**src/rtl/ysyx_22050368_exu_ctrl_pkg.sv**
```systemverilog
// Shared encodings for the execute-stage sequencer: hold levels, FSM states and a
// saturating-increment helper.
package ysyx_22050368_exu_ctrl_pkg;

   localparam logic [2:0] HOLD_NONE = 3'd0;
   localparam logic [2:0] HOLD_PC   = 3'd1;
   localparam logic [2:0] HOLD_IF   = 3'd2;
   localparam logic [2:0] HOLD_ID   = 3'd3;

   typedef enum logic [1:0] {
      ExcIdle,
      ExcIssue,
      ExcWait,
      ExcFlush
   } exc_state_e;

   function automatic logic [31:0] sat_inc32(input logic [31:0] v);
      return (v == 32'hFFFF_FFFF) ? v : v + 32'd1;
   endfunction

endpackage

```
**src/rtl/ysyx_22050368_hazard.sv**
```systemverilog
// Load-use hazard detect: an EX load whose destination feeds an ID source operand.
// Purely combinational; x0 is never a real dependency.
module ysyx_22050368_hazard (
   input  logic       ex_valid,
   input  logic       ex_is_load,
   input  logic [4:0] ex_rd_idx,
   input  logic [4:0] id_rs1_idx,
   input  logic [4:0] id_rs2_idx,
   output logic       load_use
);

   assign load_use = ex_valid & ex_is_load & (ex_rd_idx != 5'd0) &
                     ((ex_rd_idx == id_rs1_idx) | (ex_rd_idx == id_rs2_idx));

endmodule

```
**src/rtl/ysyx_22050368_exu_ctrl.sv**
```systemverilog
// Execute-stage sequencer: issues multi-cycle MDU ops, drives the pipeline hold level and
// converts a taken EXU jump into a registered one-cycle redirect plus IF/ID flush.
module ysyx_22050368_exu_ctrl
   import ysyx_22050368_exu_ctrl_pkg::*;
#(
   parameter int unsigned MDU_TIMEOUT = 64,
   parameter int unsigned CNT_W       = 7
) (
   input  logic        clk,
   input  logic        rst_n,
   input  logic        ex_valid,
   input  logic        ex_is_mdu,
   input  logic        ex_is_load,
   input  logic [4:0]  ex_rd_idx,
   input  logic [4:0]  id_rs1_idx,
   input  logic [4:0]  id_rs2_idx,
   input  logic        jump_flag,
   input  logic [63:0] jump_addr,
   input  logic        mdu_ready,
   input  logic        mdu_done,
   output logic        mdu_start,
   output logic        mdu_abort,
   output logic [2:0]  hold_flag_o,
   output logic        redirect_vld,
   output logic [63:0] redirect_addr,
   output logic        flush_o,
   output logic        mdu_err,
   output logic [31:0] stall_cnt
);

   exc_state_e        state_q;
   logic [CNT_W-1:0]  cnt_q;
   logic [63:0]       redirect_addr_q;
   logic              redirect_vld_q;
   logic              flush_q;
   logic [31:0]       stall_cnt_q;

   logic load_use;
   logic take_jump;
   logic take_mdu;
   logic timeout;

   ysyx_22050368_hazard u_hazard (
      .ex_valid   (ex_valid),
      .ex_is_load (ex_is_load),
      .ex_rd_idx  (ex_rd_idx),
      .id_rs1_idx (id_rs1_idx),
      .id_rs2_idx (id_rs2_idx),
      .load_use   (load_use)
   );

   // Jump outranks an MDU op presented in the same cycle.
   assign take_jump = (state_q == ExcIdle) & ex_valid & jump_flag;
   assign take_mdu  = (state_q == ExcIdle) & ex_valid & ex_is_mdu & ~jump_flag;

   // A done arriving on the last allowed cycle still completes the op normally.
   assign timeout = (state_q == ExcWait) & ~mdu_done &
                    (cnt_q == CNT_W'(MDU_TIMEOUT - 1));

   assign mdu_start     = (state_q == ExcIssue) & mdu_ready;
   assign mdu_abort     = timeout;
   assign mdu_err       = timeout;
   assign redirect_vld  = redirect_vld_q;
   assign redirect_addr = redirect_addr_q;
   assign flush_o       = flush_q;
   assign stall_cnt     = stall_cnt_q;

   always_comb begin
      hold_flag_o = HOLD_NONE;
      unique case (state_q)
         ExcIdle: begin
            if (take_jump) begin
               hold_flag_o = HOLD_NONE;
            end else if (take_mdu) begin
               hold_flag_o = HOLD_ID;
            end else if (load_use) begin
               hold_flag_o = HOLD_IF;
            end
         end
         ExcIssue: hold_flag_o = HOLD_ID;
         ExcWait:  hold_flag_o = mdu_done ? HOLD_NONE : HOLD_ID;
         ExcFlush: hold_flag_o = HOLD_NONE;
         default:  hold_flag_o = HOLD_NONE;
      endcase
   end

   always_ff @(posedge clk or negedge rst_n) begin
      if (!rst_n) begin
         state_q         <= ExcIdle;
         cnt_q           <= '0;
         redirect_addr_q <= '0;
         redirect_vld_q  <= 1'b0;
         flush_q         <= 1'b0;
         stall_cnt_q     <= '0;
      end else begin
         redirect_vld_q <= take_jump;
         flush_q        <= take_jump;
         if (take_jump) begin
            redirect_addr_q <= jump_addr;
         end
         if (hold_flag_o != HOLD_NONE) begin
            stall_cnt_q <= sat_inc32(stall_cnt_q);
         end
         unique case (state_q)
            ExcIdle: begin
               if (take_jump) begin
                  state_q <= ExcFlush;
               end else if (take_mdu) begin
                  state_q <= ExcIssue;
               end
            end
            ExcIssue: begin
               if (mdu_ready) begin
                  state_q <= ExcWait;
                  cnt_q   <= '0;
               end
            end
            ExcWait: begin
               if (mdu_done || timeout) begin
                  state_q <= ExcIdle;
               end else begin
                  cnt_q <= cnt_q + CNT_W'(1);
               end
            end
            ExcFlush: state_q <= ExcIdle;
            default:  state_q <= ExcIdle;
         endcase
      end
   end

endmodule

```
**config.mk**
```make
export PLATFORM = sky130hd
export DESIGN_NAME = ysyx_22050368_exu_ctrl
export DESIGN_NICKNAME = d
export VERILOG_FILES = /design/src/rtl/ysyx_22050368_exu_ctrl_pkg.sv /design/src/rtl/ysyx_22050368_hazard.sv /design/src/rtl/ysyx_22050368_exu_ctrl.sv
export SDC_FILE = /design/constraint.sdc
export NUM_CORES = 1
export LEC_CHECK = 0
export CORE_UTILIZATION = 43
export DETAILED_ROUTE_END_ITERATION = 7
export GPL_ROUTABILITY_DRIVEN = 0
export GPL_TIMING_DRIVEN = 0
export PLACE_DENSITY = 0.77
export SLEW_MARGIN = 30
export SYNTH_ARGS = -nofsm -noshare
export SYNTH_HDL_FRONTEND = slang
export SYNTH_SLANG_ARGS = --single-unit
```
**constraint.sdc**
```tcl
create_clock -name clk -period 2 [get_ports clk]
set_input_delay 0.4 -clock clk [delete_from_list [all_inputs] [get_ports clk]]
set_output_delay 0.4 -clock clk [all_outputs]
set_load 0.1 [all_outputs]
```
# == After elaboration in Yosys (flattened, before gate mapping) ==
# Index checks and enable logic that the tools add are counted.
# totals
rom_bits,0
register_bits,106
mem_count,0
inputBits,87
latchBits,0
ramBits,0
word_cells,53
# op_classes
n_shift,0
div_mod_pow,0
n_lt_le_gt_ge,0
reduce_logical,8
muxes,13
add_sub_neg,2
n_eq_ne,11
n_bitwise,14
multipliers,0
# ops
cell,n
32-bit by 1-bit adder with 32-bit output (second input constant),1
32-bit equality test (second input constant),1
2-bit two-way mux,8
7-bit two-way mux,2
7-bit one-hot mux with 2 select lines,1
3-bit one-hot mux with 4 select lines,1
1-bit AND,10
5-bit equality test,2
2-bit one-hot mux with 4 select lines,1
7-bit by 1-bit adder with 7-bit output (second input constant),1
7-bit by 6-bit equality test with 1-bit output (second input constant),1
3-bit AND reduction,2
5-bit nonzero test,1
2-bit equality test (second input constant),2
2-bit != test (second input constant),2
3-bit != test (second input constant),1
1-bit NOT,3
3-bit nonzero test,1
2-bit by 1-bit equality test with 1-bit output (second input constant),1
2-bit zero test,1
2-bit by 1-bit != test with 1-bit output (second input constant),1
2-bit AND reduction,1
2-bit nonzero test,1
1-bit logical OR,1
1-bit OR,1

# == Logic depth before layout (Yosys ltp) ==
# Gate-level depths: netlist of run 1.
# depth
depth_word,9
depth_mapped,7

# == Modules after synthesis ==
# A second synthesis of run 1 with hierarchy kept.
# hier_totals
hier_cells,355
hier_area_um2,4545.6
# by_module_without_submodules
module,area_each_um2,n_inst,cells_each
ysyx_22050368_exu_ctrl,4413.0,1,338
ysyx_22050368_hazard,132.6,1,17

# == Worst setup path after synthesis of run 1 ==
# Ideal clock, no wire load.
# synth_timing
kind,register to output
startpoint,reg state_q[0]
endpoint,out mdu_err
arrival_ns,2.645
required_time_ns,1.600
n_path_buf,2
stages_incl_launch_ff,6
setup_slack_ns,-1.045
path_cell_list,dfrtp_1 buf_6 nor3b_1 nand2_1 nor2_1 buf_4
# synth_between
elab_chain_len,3
# synth_lines
element,line_no,source
"start, declared",ysyx_22050368_exu_ctrl.sv:31,exc_state_e state_q;
"start signal, assigned",ysyx_22050368_exu_ctrl.sv:89,state_q <= ExcIdle;
"start signal, assigned",ysyx_22050368_exu_ctrl.sv:107,state_q <= ExcFlush;
"start signal, assigned",ysyx_22050368_exu_ctrl.sv:109,state_q <= ExcIssue;
2-bit equality test,ysyx_22050368_exu_ctrl.sv:57,assign timeout = (state_q == ExcWait) & ~mdu_done &
1-bit AND (2 in series),ysyx_22050368_exu_ctrl.sv:57,
"end, declared",ysyx_22050368_exu_ctrl.sv:27,"output logic mdu_err,"
# No other way between the ends.

# == Worst setup path in the final report of run 1 ==
# layout_timing
startpoint,in ex_rd_idx[0]
endpoint,out hold_flag_o[1]
# layout_between
elab_chain_len,7
word_cells_on_any_way,10
# layout_lines
element,line_no,source
"start, declared",ysyx_22050368_exu_ctrl.sv:14,"input logic [4:0] ex_rd_idx,"
5-bit equality test or 5-bit nonzero test (tied branches),"ysyx_22050368_hazard.sv:13, ysyx_22050368_hazard.sv:12",
1-bit OR or 1-bit AND (tied branches),"ysyx_22050368_hazard.sv:13, ysyx_22050368_hazard.sv:12",
1-bit AND *,ysyx_22050368_hazard.sv:12,assign load_use = ex_valid & ex_is_load & (ex_rd_idx != 5'd0) &
2-bit two-way mux *,ysyx_22050368_exu_ctrl.sv:76,end else if (load_use) begin
2-bit two-way mux *,ysyx_22050368_exu_ctrl.sv:74,end else if (take_mdu) begin
2-bit two-way mux *,ysyx_22050368_exu_ctrl.sv:72,if (take_jump) begin
3-bit one-hot mux with 4 select lines *,ysyx_22050368_exu_ctrl.sv:70,unique case (state_q)
"end, declared",ysyx_22050368_exu_ctrl.sv:23,"output logic [2:0] hold_flag_o,"
# Every way passes the cells marked *; elsewhere a longest branch is shown, timed or not. The select of a mux whose other input is x is not followed.

==> metrics.md, run 1 <==
| Metric | Value |
|---|---|
| Clock Latency Late Sink | `about 0.36 ns` |
| Cell Rows | `37` |
| Initial antenna violation count | `0` |
| Clk_skew | `roughly 0.019 ns` |
| Register Area | `0.00274 sq mm` |
| Violated checks | `negative setup slack` |
| Most common cell after layout, fill and taps aside | `dfrtp_1` |
| Fin util | `68.7%` |
| CP bufs+invs | `3` |
| Post-synthesis cell area | `around 0.0047 sq mm` |
| First-pass GRT wire length | `19,200 microns` |
| Final min period | `between 2 and 2.5 ns` |
| Htree depth | `3` |
| Setup crit start kind | `input pin` |
| Layout area overhead | `53.5%` |
| Nets | `664` |
| Warnings, synthesis | `0` |
| Clk root buf | `clkbuf_8` |
| Vias per cell | `about 5` |
| Boundary Pins | `191` |
| R2R Path Start | `state_q[1]$_DFFE_PN0P_` |
| Crit path cell chain | `dlygate4sd2_1 > or4_4 > o211ai_4 > o21ai_4 > buf_6 > buf_12` |
| Largest stage delay, worst path | `0.50 ns` |
| Worst EP arrival | `1.79 ns` |
| CP max stage cell | `or4_4` |
| CTS buffer count | `9` |
| Period utilization | `109%` |
| Post-DP Area | `0.00689 sq mm` |
| Die X | `about 110 microns` |
| Final setup fails | `3` |
| Largest net degree at the start of global routing | `72` |
| Setup slack after layout | `-0.189 ns` |
| Fin area | `0.00719 sq mm` |
| Setup crit start | `ex_rd_idx[0]` |
| CTS tree | `built` |
| Slew Limit Headroom | `33.7%` |
| Finished Layout Cells | `~720` |
| Hold Fails Final Rpt | `0` |
| Setup CP Type | `in2out` |
| Syn Nets | `450` |
| Die area | `around 0.011 sq mm` |
| Status | `complete, but fails checks` |
| Antenna Cells | `0` |
| Achievable frequency | `457 MHz` |
| DP HPWL | `a little under 9000 microns` |
| Tot GR Track Use | `a little over a fifth` |
| Post-synthesis sequential area ratio | `56.7%` |
| Synth Register Bits | `106` |
| Vias in the first global route | `approximately 3,800` |
| CP Capture Type | `output port` |
| PortBufs | `approximately 190` |
| Worst path top cell family by delay | `buffers and inverters` |
| WP data required | `1.60 ns` |
| Initial core utilization | `around 45%` |
| Syn avg cell area | `between 10 and 15 sq um` |
| Worst slew pin tran | `between 0.9 and 1 ns` |
| Hold path start | `stall_cnt[31]$_DFFE_PN0P_` |
| Chip Height | `106 microns` |
| Multi-input logic area | `a little over 0.002 sq mm` |
| Clock transition at path regs | `~0.1 ns` |
| Final ANT Viol Nets | `0` |
| RSZ-0062 raised after global routing | `true` |
| Most frequent cells in the layout | `dfrtp_1 (73), clkdlybuf4s50_1 (71), mux2_2 (66), clkbuf_2 (44), clkdlybuf4s15_2 (36)` |
| Grt ovf | `0` |
| DP Cell Count | `approximately 700` |
| Clock Path Buffers | `2` |
| Initial DRT Pass Iterations | `4` |
| Hold WC Path Type | `reg2reg` |
| Crit Path Max Fanout | `3` |
| Drt total wl | `between 10,000 and 15,000 microns` |
| Starting DRT DRC Count | `approximately 130` |
| Max Cap Viol | `0` |
| Total negative slack | `-0.258 ns` |
| Final Max Tran Viols | `0` |
| Clock Sinks | `approximately 110` |
| Yosys cell types | `40` |
| # DRC | `0` |
| Share of cells above drive strength 1 | `between 40% and 50%` |
| Final-layout fill cell count | `807` |
| WL/cell | `between 15 and 20 microns` |
| Core area | `between 0.01 and 0.015 sq mm` |
| Syn Inst Count | `361` |
| Vias | `~3,600` |
[final cells by class]
| cell class | count | area share, % |
|---|---|---|
| Clock buffer | 9 | 1.72 |
| Tap cell | 136 | 2.37 |
| Buffer | 14 | 1.58 |
| Multi-Input combinational cell | 237 | 28.6 |
| Timing Repair Buffer | 204 | 26.7 |
| Sequential cell | 106 | 38.1 |
| Clock inverter | 6 | 0.697 |
| Inverter | 3 | 0.192 |
[timing repair]
action,4_1_cts,5_1_grt
resized for setup,289,83
pin swaps,13,10
setup buffers,9,4
hold endpoints to repair,35,0
setup endpoints to repair,171,75
hold buffers,1,0
[sequential cells by signal, indices dropped and copies added, names as in the netlist]
signal,count
redirect_addr,64
cnt_q,7
state_q,2
stall_cnt,32
flush_o,1
[metrics by stage]
stage	setup WS (ns)	hold WS, ns
3_3_place_gp	-4.20	0.460
5_1_grt	-0.237	0.494
6_report	-0.189	0.478
3_5_place_dp	-1.58	0.323
4_1_cts	-0.251	0.481
2_1_floorplan	-0.0268	0.104
[synthesized netlist by cell type]
library cell | instances | area (sq um)
buf_4 | 3 | 22.5
o2bb2ai_1 | 1 | 8.76
o21ai_0 | 4 | 20.0
buf_6 | 3 | 33.8
nor3b_1 | 1 | 7.51
and4_4 | 1 | 11.3
conb_1 | 1 | 3.75
nor2_1 | 20 | 75.1
or2_2 | 1 | 6.26
a22oi_1 | 1 | 7.51
and3_1 | 11 | 68.8
nor3_1 | 5 | 25.0
nand4_1 | 14 | 87.6
dfrtp_1 | 106 | 2650
nor3_2 | 3 | 30.0
mux2_2 | 66 | 743
ha_1 | 2 | 25.0
and2_1 | 2 | 12.5
clkbuf_1 | 2 | 7.51
and4_1 | 5 | 43.8
nor4b_4 | 1 | 23.8
nand3b_1 | 1 | 7.51
o211ai_2 | 1 | 12.5
inv_1 | 3 | 11.3
nand3_1 | 20 | 100
o31a_1 | 1 | 8.76
nand4_2 | 1 | 12.5
or4_1 | 1 | 7.51
xor2_1 | 21 | 184
o21ai_2 | 1 | 8.76
o31ai_1 | 2 | 15.0
a211o_2 | 1 | 10.0
and3b_1 | 1 | 8.76
nand3_2 | 4 | 40.0
nand2_1 | 16 | 60.1
xnor2_1 | 24 | 210
and3_2 | 1 | 7.51
nor4_4 | 1 | 21.3
buf_2 | 7 | 35.0
a21oi_1 | 1 | 5.00
[kinds of logic after synthesis]
family,share of synthesized area (%)
AND/OR/NAND/NOR,14.0
multiplexers,15.9
buffers and inverters,2.35
other,0.0801
XOR/XNOR,8.42
adder cells (fa/ha/maj),0.534
AO/OA/AOI/OAI,2.06
flip-flops,56.7
[worst paths after layout]
kind,end,slack (ns),depth (start not counted)
max,hold_flag_o[1],-0.19,6
min,stall_cnt[31]$_DFFE_PN0P_,0.48,1
max reg2reg,stall_cnt[23]$_DFFE_PN0P_,-0.01,7
min reg2reg,stall_cnt[31]$_DFFE_PN0P_,0.48,1
max in group asynchronous,stall_cnt[8]$_DFFE_PN0P_,0.81,3
min in group asynchronous,stall_cnt[4]$_DFFE_PN0P_,0.49,2
[metal layers]
layer	vias up	global-route usage [%]	wire length (microns)
li1	1700	-	-
met1	1796	25.8	4790
met2	132	39.8	6400
met3	17	4.23	720
met4	0	7.04	216
met5	-	0	0
Power of run 1 is left out: the tool's default activity adds up to more than one toggle a clock period on the data nets, which glitch-free logic cannot reach.
==> run 2, diff against run 1 <==
Settings changed: CORE_UTILIZATION 43 to 45, CTS_BUF_LIST from default to sky130_fd_sc_hd__clkbuf_4 sky130_fd_sc_hd__clkbuf_8, PLACE_DENSITY 0.77 to 0.8.
==> metrics.md, run 2 (synthesis results as in run 1) <==
| Metric | Value |
|---|---|
| Slew Limit Headroom | `35.8% (was 33.7%)` |
| Period utilization | `109% (about the same)` |
| Drt total wl | `11,900 microns (was 12,100 microns)` |
| Final ANT Viol Nets | `0 (unchanged)` |
| Met3 Use GR | `5.70% (was 4.23%)` |
| CTS buffer count | `9 (unchanged)` |
| DP HPWL | `8670 microns (was 8880 microns)` |
| Die X | `104 microns (was 106 microns)` |
| Setup CP Type | `in2out (unchanged)` |
| Antenna Cells | `0 (unchanged)` |
| Grt ovf | `0 (unchanged)` |
| DP Cell Count | `684 (was 687)` |
| GR met2 Demand/Resource | `38.6% (was 39.8%)` |
| R2r setup slk | `0.05 ns (was -0.01 ns)` |
| Cell Rows | `36 (was 37)` |
| CTS tree | `built (unchanged)` |
| Setup slack after layout | `-0.179 ns (was -0.189 ns)` |
| Hold WC Path Type | `in2async (was reg2reg)` |
| Largest net degree at the start of global routing | `70 (was 72)` |
| Clock Sinks | `106 (unchanged)` |
| Worst EP arrival | `1.78 ns (was 1.79 ns)` |
| Fin area | `0.00729 sq mm (was 0.00719 sq mm)` |
| First-pass GRT wire length | `19,500 microns (was 19,200 microns)` |
| Clk_skew | `0.0110 ns (was 0.0192 ns)` |
| Critical path depth | `6 (unchanged)` |
| Share of cells above drive strength 1 | `48.2% (was 45.8%)` |
| Achievable frequency | `459 MHz (was 457 MHz)` |
| Hold WS | `0.493 ns (was 0.478 ns)` |
| R2R depth | `6 (was 7)` |
| Crit path cell chain | `dlygate4sd2_1 > or4_4 > o211ai_4 > o21ai_4 > buf_6 > buf_12 (unchanged)` |
| Clk root buf | `clkbuf_8 (unchanged)` |
| Clock Path Buffers | `2 (unchanged)` |
| Boundary Pins | `191 (unchanged)` |
| Setup crit start kind | `input pin (unchanged)` |
| # DRC | `0 (unchanged)` |
| GR peak layer | `met2 (unchanged)` |
| Met1 usage | `27.6% (was 25.8%)` |
| R2R Path End | `stall_cnt[1]$_DFFE_PN0P_ (was stall_cnt[23]$_DFFE_PN0P_)` |
| Finished Layout Cells | `716 (was 715)` |
| PortBufs | `189 (unchanged)` |
| WL/cell | `16.6 microns (was 17.0 microns)` |
| CP bufs+invs | `3 (unchanged)` |
| Vias | `3,711 (was 3,645)` |
| Max reg flops | `64 (unchanged)` |
| Max Cap Viol | `0 (unchanged)` |
| Core area | `0.00991 sq mm (was 0.0105 sq mm)` |
| Largest stage delay, worst path | `0.50 ns (about the same)` |
| Starting DRT DRC Count | `120 (was 126)` |
| Most common cell after layout, fill and taps aside | `dfrtp_1 (unchanged)` |
| WP data required | `1.60 ns (about the same)` |
| Nets | `667 (was 664)` |
| Vias in the first global route | `3,977 (was 3,817)` |
| Status | `complete, but fails checks (unchanged)` |
| R2R Path Start | `stall_cnt[6]$_DFFE_PN0P_ (was state_q[1]$_DFFE_PN0P_)` |
| Total negative slack | `-0.377 ns (was -0.258 ns)` |
| Worst path top cell family by delay | `buffers and inverters (unchanged)` |
| Final setup fails | `4 (was 3)` |
| Final-layout fill cell count | `684 (was 807)` |
| Final Max Tran Viols | `0 (unchanged)` |
| Clock Latency Late Sink | `0.36 ns (about the same)` |
| CP Capture Type | `output port (unchanged)` |
| Violated checks | `negative setup slack (unchanged)` |
| Htree depth | `3 (unchanged)` |
| Hold Fails Final Rpt | `0 (unchanged)` |
| Die area | `0.0108 sq mm (was 0.0113 sq mm)` |
| Clock transition at path regs | `0.10 ns (about the same)` |
| Worst slew pin tran | `0.966 ns (was 0.998 ns)` |
| Crit Path Max Fanout | `3 (unchanged)` |
| RSZ-0062 raised after global routing | `true (unchanged)` |
| Initial antenna violation count | `0 (unchanged)` |
| Initial DRT Pass Iterations | `4 (unchanged)` |
| Most frequent cells in the layout | `dfrtp_1 (73), clkdlybuf4s50_1 (72), mux2_2 (66), clkbuf_2 (46), clkdlybuf4s15_2 (41) (was dfrtp_1 (73), clkdlybuf4s50_1 (71), mux2_2 (66), clkbuf_2 (44), clkdlybuf4s15_2 (36))` |
| Final min period | `2.18 ns (was 2.19 ns)` |
| Tot GR Track Use | `22.8% (was 21.9%)` |
| Layout area overhead | `55.7% (was 53.5%)` |
| Chip Height | `104 microns (was 106 microns)` |
| Post-DP Area | `0.00689 sq mm (about the same)` |
| Initial core utilization | `47.2% (was 44.8%)` |
| Vias per cell | `5.18 (was 5.10)` |
| CP max stage cell | `or4_4 (unchanged)` |
-- run 2: stage by stage --
step                      util, %  worst slack, ns
after floorplan                 -          -0.0268
after global placement       69.2            -4.23
after detailed placement     69.5            -1.54
after CTS                    74.4           -0.241
after global routing         73.6           -0.220
final                        73.6           -0.179
-- run 2: what timing repair did --
item,CTS,global route
setup buffers,12,4
gates cloned,0,0
pin swaps,16,17
endpoints found under the hold margin,37,0
hold buffers,1,0
endpoints found under the setup margin,189,120
gates resized for setup,298,93
-- run 2: worst max-delay path by stage --
stage / start / to / slack (ns)
global route: id_rs1_idx[2] / hold_flag_o[1] / -0.22
CTS: state_q[0]$_DFFE_PN0P_ / hold_flag_o[1] / -0.24
floorplan: stall_cnt[19]$_DFFE_PN0P_ / stall_cnt[1]$_DFFE_PN0P_ / -0.03
finish: ex_rd_idx[2] / hold_flag_o[1] / -0.18
global placement: rst_n / stall_cnt[21]$_DFFE_PN0P_ / -4.23
detailed placement: jump_flag / hold_flag_o[1] / -1.54
-- run 2: per-layer routing --
metal / up-vias / routed length [microns]
met5: - / 0
met4: 0 / 332
met3: 28 / 866
met2: 162 / 6030
met1: 1820 / 4680
li1: 1701 / -
-- run 2: layout make-up --
type / instances / area [sq um] / share of cell area (%)
clock inverter: 6 / 73.8 / 1.01
multi-input combinational: 237 / 2100 / 28.8
clock buffer: 10 / 131 / 1.80
sequential: 106 / 2740 / 37.6
buffer: 14 / 119 / 1.63
timing repair buffer: 207 / 1950 / 26.7
inverter: 3 / 13.8 / 0.189
tap: 133 / 166 / 2.28
Power of run 2 is left out for the same reason.
